`src/rtl/verdict_pkg.sv`:
```
// Shared types and constants for the verdict serializer: FSM state encoding,
// drop-counter width and the index-width helper.
package verdict_pkg;

  localparam int DROP_W = 16;

  typedef enum logic [1:0] {
    ST_IDLE = 2'd0,
    ST_LOAD = 2'd1,
    ST_EMIT = 2'd2
  } state_e;

  // Index width for n streams; a single stream still gets a 1-bit index.
  function automatic int idx_w(input int n);
    return (n > 1) ? $clog2(n) : 1;
  endfunction

endpackage

```
`src/rtl/verdict_fifo.sv`:
```
// Single-clock frame FIFO with registered read data. A push into a full FIFO
// is accepted when a pop happens on the same edge.
module verdict_fifo #(
  parameter int WIDTH = 8,
  parameter int DEPTH = 16
) (
  input  logic             clk,
  input  logic             rst,
  input  logic             push,
  input  logic             pop,
  input  logic [WIDTH-1:0] wdata,
  output logic [WIDTH-1:0] rdata,
  output logic             full,
  output logic             empty
);

  localparam int AW = $clog2(DEPTH);

  logic [WIDTH-1:0] mem_q [DEPTH];
  logic [AW:0]      wr_ptr_q, wr_ptr_d;
  logic [AW:0]      rd_ptr_q, rd_ptr_d;
  logic [WIDTH-1:0] rdata_q, rdata_d;
  logic             do_push, do_pop;

  // Pointers carry one extra wrap bit to tell full from empty.
  assign empty   = (wr_ptr_q == rd_ptr_q);
  assign full    = (wr_ptr_q[AW] != rd_ptr_q[AW]) &&
                   (wr_ptr_q[AW-1:0] == rd_ptr_q[AW-1:0]);
  assign do_pop  = pop && !empty;
  assign do_push = push && (!full || do_pop);
  assign rdata   = rdata_q;

  always_comb begin
    wr_ptr_d = wr_ptr_q + {{AW{1'b0}}, do_push};
    rd_ptr_d = rd_ptr_q + {{AW{1'b0}}, do_pop};
    rdata_d  = do_pop ? mem_q[rd_ptr_q[AW-1:0]] : rdata_q;
  end

  always_ff @(posedge clk) begin
    if (do_push) mem_q[wr_ptr_q[AW-1:0]] <= wdata;
  end

  always_ff @(posedge clk or negedge rst) begin
    if (!rst) begin
      wr_ptr_q <= '0;
      rd_ptr_q <= '0;
      rdata_q  <= '0;
    end else begin
      wr_ptr_q <= wr_ptr_d;
      rd_ptr_q <= rd_ptr_d;
      rdata_q  <= rdata_d;
    end
  end

endmodule

```
`src/rtl/verdict_serializer.sv`:
```
// Captures active monitor-output cycles as frames and drains them as one word per
// active stream. Define VERDICT_TS_EN to add the per-frame cycle timestamp.
module verdict_serializer
  import verdict_pkg::*;
#(
  parameter int  NUM_OUTPUTS = 4,
  parameter int  DATA_W      = 64,
  parameter int  FIFO_DEPTH  = 16,
  parameter int  TS_W        = 32,
  localparam int IDX_W       = idx_w(NUM_OUTPUTS)
) (
  input  logic                          clk,
  input  logic                          rst,
  input  logic                          en,
  input  logic [NUM_OUTPUTS*DATA_W-1:0] out_data,
  input  logic [NUM_OUTPUTS-1:0]        out_aktv,
  output logic                          v_valid,
  input  logic                          v_ready,
  output logic [IDX_W-1:0]              v_idx,
  output logic [DATA_W-1:0]             v_data,
  output logic [TS_W-1:0]               v_ts,
  output logic                          v_last,
  output logic                          overflow,
  output logic [DROP_W-1:0]             drop_cnt,
  output state_e                        dbg_state
);

  typedef struct packed {
    logic [NUM_OUTPUTS-1:0]             mask;
    logic [NUM_OUTPUTS-1:0][DATA_W-1:0] data;
`ifdef VERDICT_TS_EN
    logic [TS_W-1:0]                    ts;
`endif
  } frame_t;

  frame_t wr_frame, rd_frame;
  logic   push, pop, full, empty, drop;

  state_e                             state_q, state_d;
  logic [NUM_OUTPUTS-1:0]             mask_q, mask_d, low_bit;
  logic [NUM_OUTPUTS-1:0][DATA_W-1:0] data_q, data_d;
  logic [IDX_W-1:0]                   sel_idx;
  logic                               one_left;
  logic                               overflow_q, overflow_d;
  logic [DROP_W-1:0]                  drop_cnt_q, drop_cnt_d;
`ifdef VERDICT_TS_EN
  logic [TS_W-1:0]                    ts_q, ts_d, fts_q, fts_d;
`endif

  assign push = en && (|out_aktv);
  assign drop = push && full && !pop;

  always_comb begin
    wr_frame      = '0;
    wr_frame.mask = out_aktv;
    wr_frame.data = out_data;
`ifdef VERDICT_TS_EN
    wr_frame.ts   = ts_q;
`endif
  end

  verdict_fifo #(
    .WIDTH ($bits(frame_t)),
    .DEPTH (FIFO_DEPTH)
  ) u_fifo (
    .clk   (clk),
    .rst   (rst),
    .push  (push),
    .pop   (pop),
    .wdata (wr_frame),
    .rdata (rd_frame),
    .full  (full),
    .empty (empty)
  );

  // Lowest pending stream is emitted first; the frame ends when one bit is left.
  always_comb begin
    sel_idx = '0;
    for (int i = NUM_OUTPUTS - 1; i >= 0; i--) begin
      if (mask_q[i]) sel_idx = IDX_W'(i);
    end
  end

  assign low_bit  = mask_q & (~mask_q + NUM_OUTPUTS'(1));
  assign one_left = (mask_q != '0) && ((mask_q & (mask_q - NUM_OUTPUTS'(1))) == '0);

  // v_valid/v_ready: a word transfers on a rising edge where both are high;
  // while v_valid && !v_ready every v_* output holds its value.
  always_comb begin
    state_d = state_q;
    mask_d  = mask_q;
    data_d  = data_q;
    pop     = 1'b0;
`ifdef VERDICT_TS_EN
    fts_d   = fts_q;
`endif
    case (state_q)
      ST_IDLE: begin
        if (!empty) begin
          pop     = 1'b1;
          state_d = ST_LOAD;
        end
      end
      ST_LOAD: begin
        mask_d  = rd_frame.mask;
        data_d  = rd_frame.data;
`ifdef VERDICT_TS_EN
        fts_d   = rd_frame.ts;
`endif
        state_d = ST_EMIT;
      end
      ST_EMIT: begin
        if (v_ready) begin
          mask_d = mask_q & ~low_bit;
          if (one_left) begin
            if (!empty) begin
              pop     = 1'b1;
              state_d = ST_LOAD;
            end else begin
              state_d = ST_IDLE;
            end
          end
        end
      end
      default: state_d = ST_IDLE;
    endcase
  end

  always_comb begin
    overflow_d = overflow_q | drop;
    drop_cnt_d = (drop && (drop_cnt_q != '1)) ? drop_cnt_q + DROP_W'(1) : drop_cnt_q;
`ifdef VERDICT_TS_EN
    ts_d       = en ? ts_q + TS_W'(1) : ts_q;
`endif
  end

  always_ff @(posedge clk or negedge rst) begin
    if (!rst) begin
      state_q    <= ST_IDLE;
      mask_q     <= '0;
      data_q     <= '0;
      overflow_q <= 1'b0;
      drop_cnt_q <= '0;
`ifdef VERDICT_TS_EN
      ts_q       <= '0;
      fts_q      <= '0;
`endif
    end else begin
      state_q    <= state_d;
      mask_q     <= mask_d;
      data_q     <= data_d;
      overflow_q <= overflow_d;
      drop_cnt_q <= drop_cnt_d;
`ifdef VERDICT_TS_EN
      ts_q       <= ts_d;
      fts_q      <= fts_d;
`endif
    end
  end

  assign v_valid   = (state_q == ST_EMIT);
  assign v_idx     = v_valid ? sel_idx : '0;
  assign v_data    = v_valid ? data_q[sel_idx] : '0;
  assign v_last    = v_valid && one_left;
`ifdef VERDICT_TS_EN
  assign v_ts      = v_valid ? fts_q : '0;
`else
  assign v_ts      = '0;
`endif
  assign overflow  = overflow_q;
  assign drop_cnt  = drop_cnt_q;
  assign dbg_state = state_q;

endmodule

```
`config.mk`:
```
export PLATFORM = sky130hd
export DESIGN_NAME = verdict_serializer
export DESIGN_NICKNAME = d
export VERILOG_FILES = /design/src/rtl/verdict_pkg.sv /design/src/rtl/verdict_fifo.sv /design/src/rtl/verdict_serializer.sv
export SDC_FILE = /design/constraint.sdc
export NUM_CORES = 2
export LEC_CHECK = 0
export CAP_MARGIN = 10
export CELL_PAD_IN_SITES_DETAIL_PLACEMENT = 0
export CELL_PAD_IN_SITES_GLOBAL_PLACEMENT = 1
export CORE_ASPECT_RATIO = 1.5
export CORE_UTILIZATION = 59
export CTS_CLUSTER_SIZE = 24
export DETAILED_ROUTE_END_ITERATION = 8
export PLACE_DENSITY_LB_ADDON = 0.1
export SLEW_MARGIN = 15
export SYNTH_ARGS = -nofsm -noshare
export SYNTH_HDL_FRONTEND = slang
export SYNTH_MEMORY_MAX_BITS = 65536
export SYNTH_SLANG_ARGS = --single-unit
```
`constraint.sdc`:
```
create_clock -name clk -period 87.2 [get_ports clk]
set_clock_uncertainty 0.15 [all_clocks]
set_input_delay 13.08 -clock clk [delete_from_list [all_inputs] [get_ports clk]]
set_output_delay 13.08 -clock clk [all_outputs]
set_load 0.005 [all_outputs]
```
==> results.sh <==
export IMPL_std_cell_rows=246
export IMPL_grt_max_degree=179
export IMPL_leakagePower_nw=67.55
export IMPL_netlist_area_sq_mm=0.1777
export IMPL_slew_violations=0
export IMPL_power_share_combinational_pct=6.0
export IMPL_die_height_um=674.2
export IMPL_drive_above_1_share_pct=21.69
export IMPL_critical_path_max_stage_delay_ps=760
export IMPL_status="finished, final reports clean"
export IMPL_pwr_share_seq_pct=56.0
export IMPL_predominant_post_synthesis_flop_cell="sky130_fd_sc_hd__edfxtp_1"
export IMPL_grt_remaining_overflow=0
export IMPL_synth_largest_area_cell="sky130_fd_sc_hd__edfxtp_1"
export IMPL_number_of_enable_type_register_cells_in_the_synthesized_netlist=4160
export IMPL_clock_path_buffers=4
export IMPL_h_tree_depth=5
export IMPL_synth_largest_type_area_fraction_pct=70.29
export IMPL_dp_hpwl_um=268200
export IMPL_syn_mean_instance_area_sq_um=21.35
export IMPL_unrepaired_setup_endpoints_after_global_routing="no"
export IMPL_tns_ps=0
export IMPL_worstSetupPathType="input pin to flip-flop"
export IMPL_final_antenna_net_count=0
export IMPL_setup_viol_count_final=0
export IMPL_post_cts_resize_count=0
export IMPL_tightestPinTransition_ps=1207
export IMPL_core_region_area_sq_mm=0.2995
export IMPL_min_period_ps=17980
export IMPL_worst_ir_drop_vdd_v=0.00002042
export IMPL_clk_root_buffer_cell="sky130_fd_sc_hd__clkbuf_16"
export IMPL_detailroute_via_count=84991
export IMPL_firstDrtPassIters=6
export IMPL_path_buf_inv=6
export IMPL_areaGrowthSynthToFinish_pct=12.17
export IMPL_route_detailed_wl_per_inst_um=33.55
export IMPL_route_final_wire_length_um=441000
export IMPL_place_gp_congestion=0.8213
export IMPL_internal_power_mw=3.751
export IMPL_clk_insertion_delay_late_ps=940
export IMPL_critPathMostFrequentCell="sky130_fd_sc_hd__buf_4"
export IMPL_global_route_usage_total_pct=29.31
export IMPL_pin_count=383
export IMPL_hold_path_class="flip-flop to flip-flop"
export IMPL_io_buffer_count=350
export IMPL_synth_seq_area_share_pct=78.02
export IMPL_numPlacedInstances=12353
export IMPL_crit_chain="clkdlybuf4s50_1, buf_4, o41a_1, nand2_1, nor4_2, buf_4, buf_4, buf_4, buf_4"
export IMPL_numCtsBuffers=422
export IMPL_vias_per_cell=6.467
export IMPL_yosys_cell_types_count=41
export IMPL_share_clk_of_total_power_pct=38.0
export IMPL_grt_pass1_wl_um=634600
export IMPL_synth_top_cells_by_area="sky130_fd_sc_hd__edfxtp_1 70%, sky130_fd_sc_hd__mux4_2 14%, sky130_fd_sc_hd__dfrtp_1 7.7%"
export IMPL_cp_required_ps=87590
export IMPL_fillers=19293
export IMPL_cts_sinks=4709
export IMPL_drv_max_cap_violation_count=0
export IMPL_cts_setup_buffers=0
export IMPL_instances_no_fill=13142
export IMPL_synth_seq_cells=4709
export IMPL_drcViolationCount=0
export IMPL_fmaxAchievable_ghz=0.05563
export IMPL_antenna_found_initial=72
export IMPL_cts_tree="done"
export IMPL_crit_fanout=47
export IMPL_cts_hold_fix_buffers=0
export IMPL_net_switching_power_mw=1.055
export IMPL_die_width_um=450.1
export IMPL_drt_initial_drc_count=9240
export IMPL_timing_critical_path_to_type="flip-flop"
export IMPL_cell_with_the_largest_stage_delay_on_the_worst_path="sky130_fd_sc_hd__buf_4"
export IMPL_power_density_cell_area_mw_per_mm2=24.11
export IMPL_cts_clk_slew_worst_paths_ps=70
export IMPL_initial_core_utilization_pct=59.34
export IMPL_postSynthCellCount=8324
export IMPL_crit_path_start_kind="input pin"
export IMPL_postSynth_asyncResetShare_pct=11.66
export IMPL_timing_final_hold_violations=0
export IMPL_grt_pass1_vias=86815
export IMPL_swShare_pct=21.95
export IMPL_ys_warn_count=0
export IMPL_dieArea_sq_mm=0.3035
export IMPL_finalNetCount=9078
export IMPL_finalCritPeriodShare_pct=20.61
export IMPL_worst_endpoint_arrival_ps=18360
export IMPL_cpLargestDelayFamily="buffers and inverters"
export IMPL_relSlewSlack_pct=19.54
-- cell usage in the layout (no fill, tap or decap), types with 64 or more instances in the layout --
master	synthesis	final
sky130_fd_sc_hd__clkdlybuf4s50_1	0	349
sky130_fd_sc_hd__buf_4	51	156
sky130_fd_sc_hd__clkinv_1	0	90
sky130_fd_sc_hd__edfxtp_1	4160	4160
sky130_fd_sc_hd__mux2_2	95	95
sky130_fd_sc_hd__clkbuf_16	0	431
sky130_fd_sc_hd__mux2_1	167	167
sky130_fd_sc_hd__dfrtp_1	549	547
sky130_fd_sc_hd__mux4_2	1104	1104
sky130_fd_sc_hd__clkbuf_1	293	94
sky130_fd_sc_hd__nand2_1	1043	1043
sky130_fd_sc_hd__a22oi_1	520	520
sky130_fd_sc_hd__and2_1	65	64
-- routing by layer --
layer | track usage (%) | vias to the layer above | wire (um)
met2 | 49.35 | 3250 | 227600
met5 | 0 | - | 165
met4 | 8.418 | 24 | 13310
met1 | 40.61 | 46187 | 172000
met3 | 3.996 | 592 | 27870
li1 | - | 34938 | -
-- path summary, 6_finish.rpt --
kind	from	to	slack (ps)	depth (start not counted)
setup / recovery	out_aktv[3]	u_fifo.mem_q[10][111]	69220	9
hold / removal	u_fifo.rdata[0]	data_q[0]	290	2
setup reg to reg	u_fifo.rd_ptr_q[0]	u_fifo.rdata[153]	79540	10
hold reg to reg	u_fifo.rdata[0]	data_q[0]	290	2
max in group asynchronous	rst	data_q[47]	70640	5
min in group asynchronous	rst	drop_cnt[11]	11950	1
-- synth_stat cells (13+ instances only) --
cell type                  instances
sky130_fd_sc_hd__and2_1           65
sky130_fd_sc_hd__clkbuf_1        293
sky130_fd_sc_hd__buf_1            67
sky130_fd_sc_hd__mux4_2         1104
sky130_fd_sc_hd__nor3_1           15
sky130_fd_sc_hd__nor2_1           15
sky130_fd_sc_hd__dfrtp_1         549
sky130_fd_sc_hd__nor4_1           13
sky130_fd_sc_hd__buf_2            85
sky130_fd_sc_hd__mux2_1          167
sky130_fd_sc_hd__edfxtp_1       4160
sky130_fd_sc_hd__nand2_1        1043
sky130_fd_sc_hd__mux2_2           95
sky130_fd_sc_hd__a22oi_1         520
sky130_fd_sc_hd__buf_4            51
sky130_fd_sc_hd__xor2_1           21
-- power groups by stage --
stage	registers (mW)	clock network, mW	logic, mW
5_1_grt	2.70	1.93	0.305
2_1_floorplan	2.85	0	0.139
3_3_place_gp	2.72	0	0.292
4_1_cts	2.69	1.85	0.298
6_report	2.69	1.83	0.290
3_5_place_dp	2.74	0	0.297
-- layout make-up --
| class | instances | area [sq um] | area share [%] |
|---|---|---|---|
| multi-input cells | 3148 | 37170 | 18.65 |
| well taps | 3968 | 4965 | 2.490 |
| flip-flops and latches | 4709 | 138700 | 69.56 |
| inverters | 2 | 7.507 | 0.003766 |
| repair buffers | 526 | 5080 | 2.548 |
| diodes | 28 | 70.07 | 0.03515 |
| clock buffers | 541 | 11360 | 5.697 |
| clock inverters | 220 | 2038 | 1.022 |
-- worst min-delay path, delay by kind of cell, from the launching register on --
family,cells,cell delay (ps)
flip-flops,1,350
AND/OR/NAND/NOR,2,100
-- cells by family (layout without fill, tap and decap cells) --
logic type / count (synthesis) / in the layout / synth area share (%)
other: 1 / 60 / 0.002110
DFF: 4709 / 4709 / 78.02
AOI/OAI and AO/OA: 533 / 533 / 2.263
muxes: 1366 / 1366 / 15.65
adders and majority gates: 5 / 5 / 0.03520
xor gates and xnor gates: 26 / 26 / 0.1281
buffers and inverters: 498 / 1289 / 1.219
and+or+nand+nor: 1186 / 1186 / 2.684
-- registers in the layout, summed over array words and instances, names as in the netlist --
signal	count
dbg_state	2
u_fifo.mem_q	4160
data_q	256
overflow	1
u_fifo.rdata	260
drop_cnt	16
mask_q	4
u_fifo.wr_ptr_q	5
u_fifo.rd_ptr_q	5
-- per-stage QoR --
step                      setup WS [ps]  area (sq um)  util (%)  power [mW]  hold WS [ps]
after floorplan                   47610        177800         -       2.994         281.5
after global placement            68330        185900     62.07       3.016         296.2
after detailed placement          68320        185900     62.07       3.034         297.3
after CTS                         69280        199300     66.54       4.840         304.5
after global routing              69110        199300     66.55       4.937         329.5
final                             69220        199400     66.57       4.807         292.9
Power figures use the tool's default switching activity.
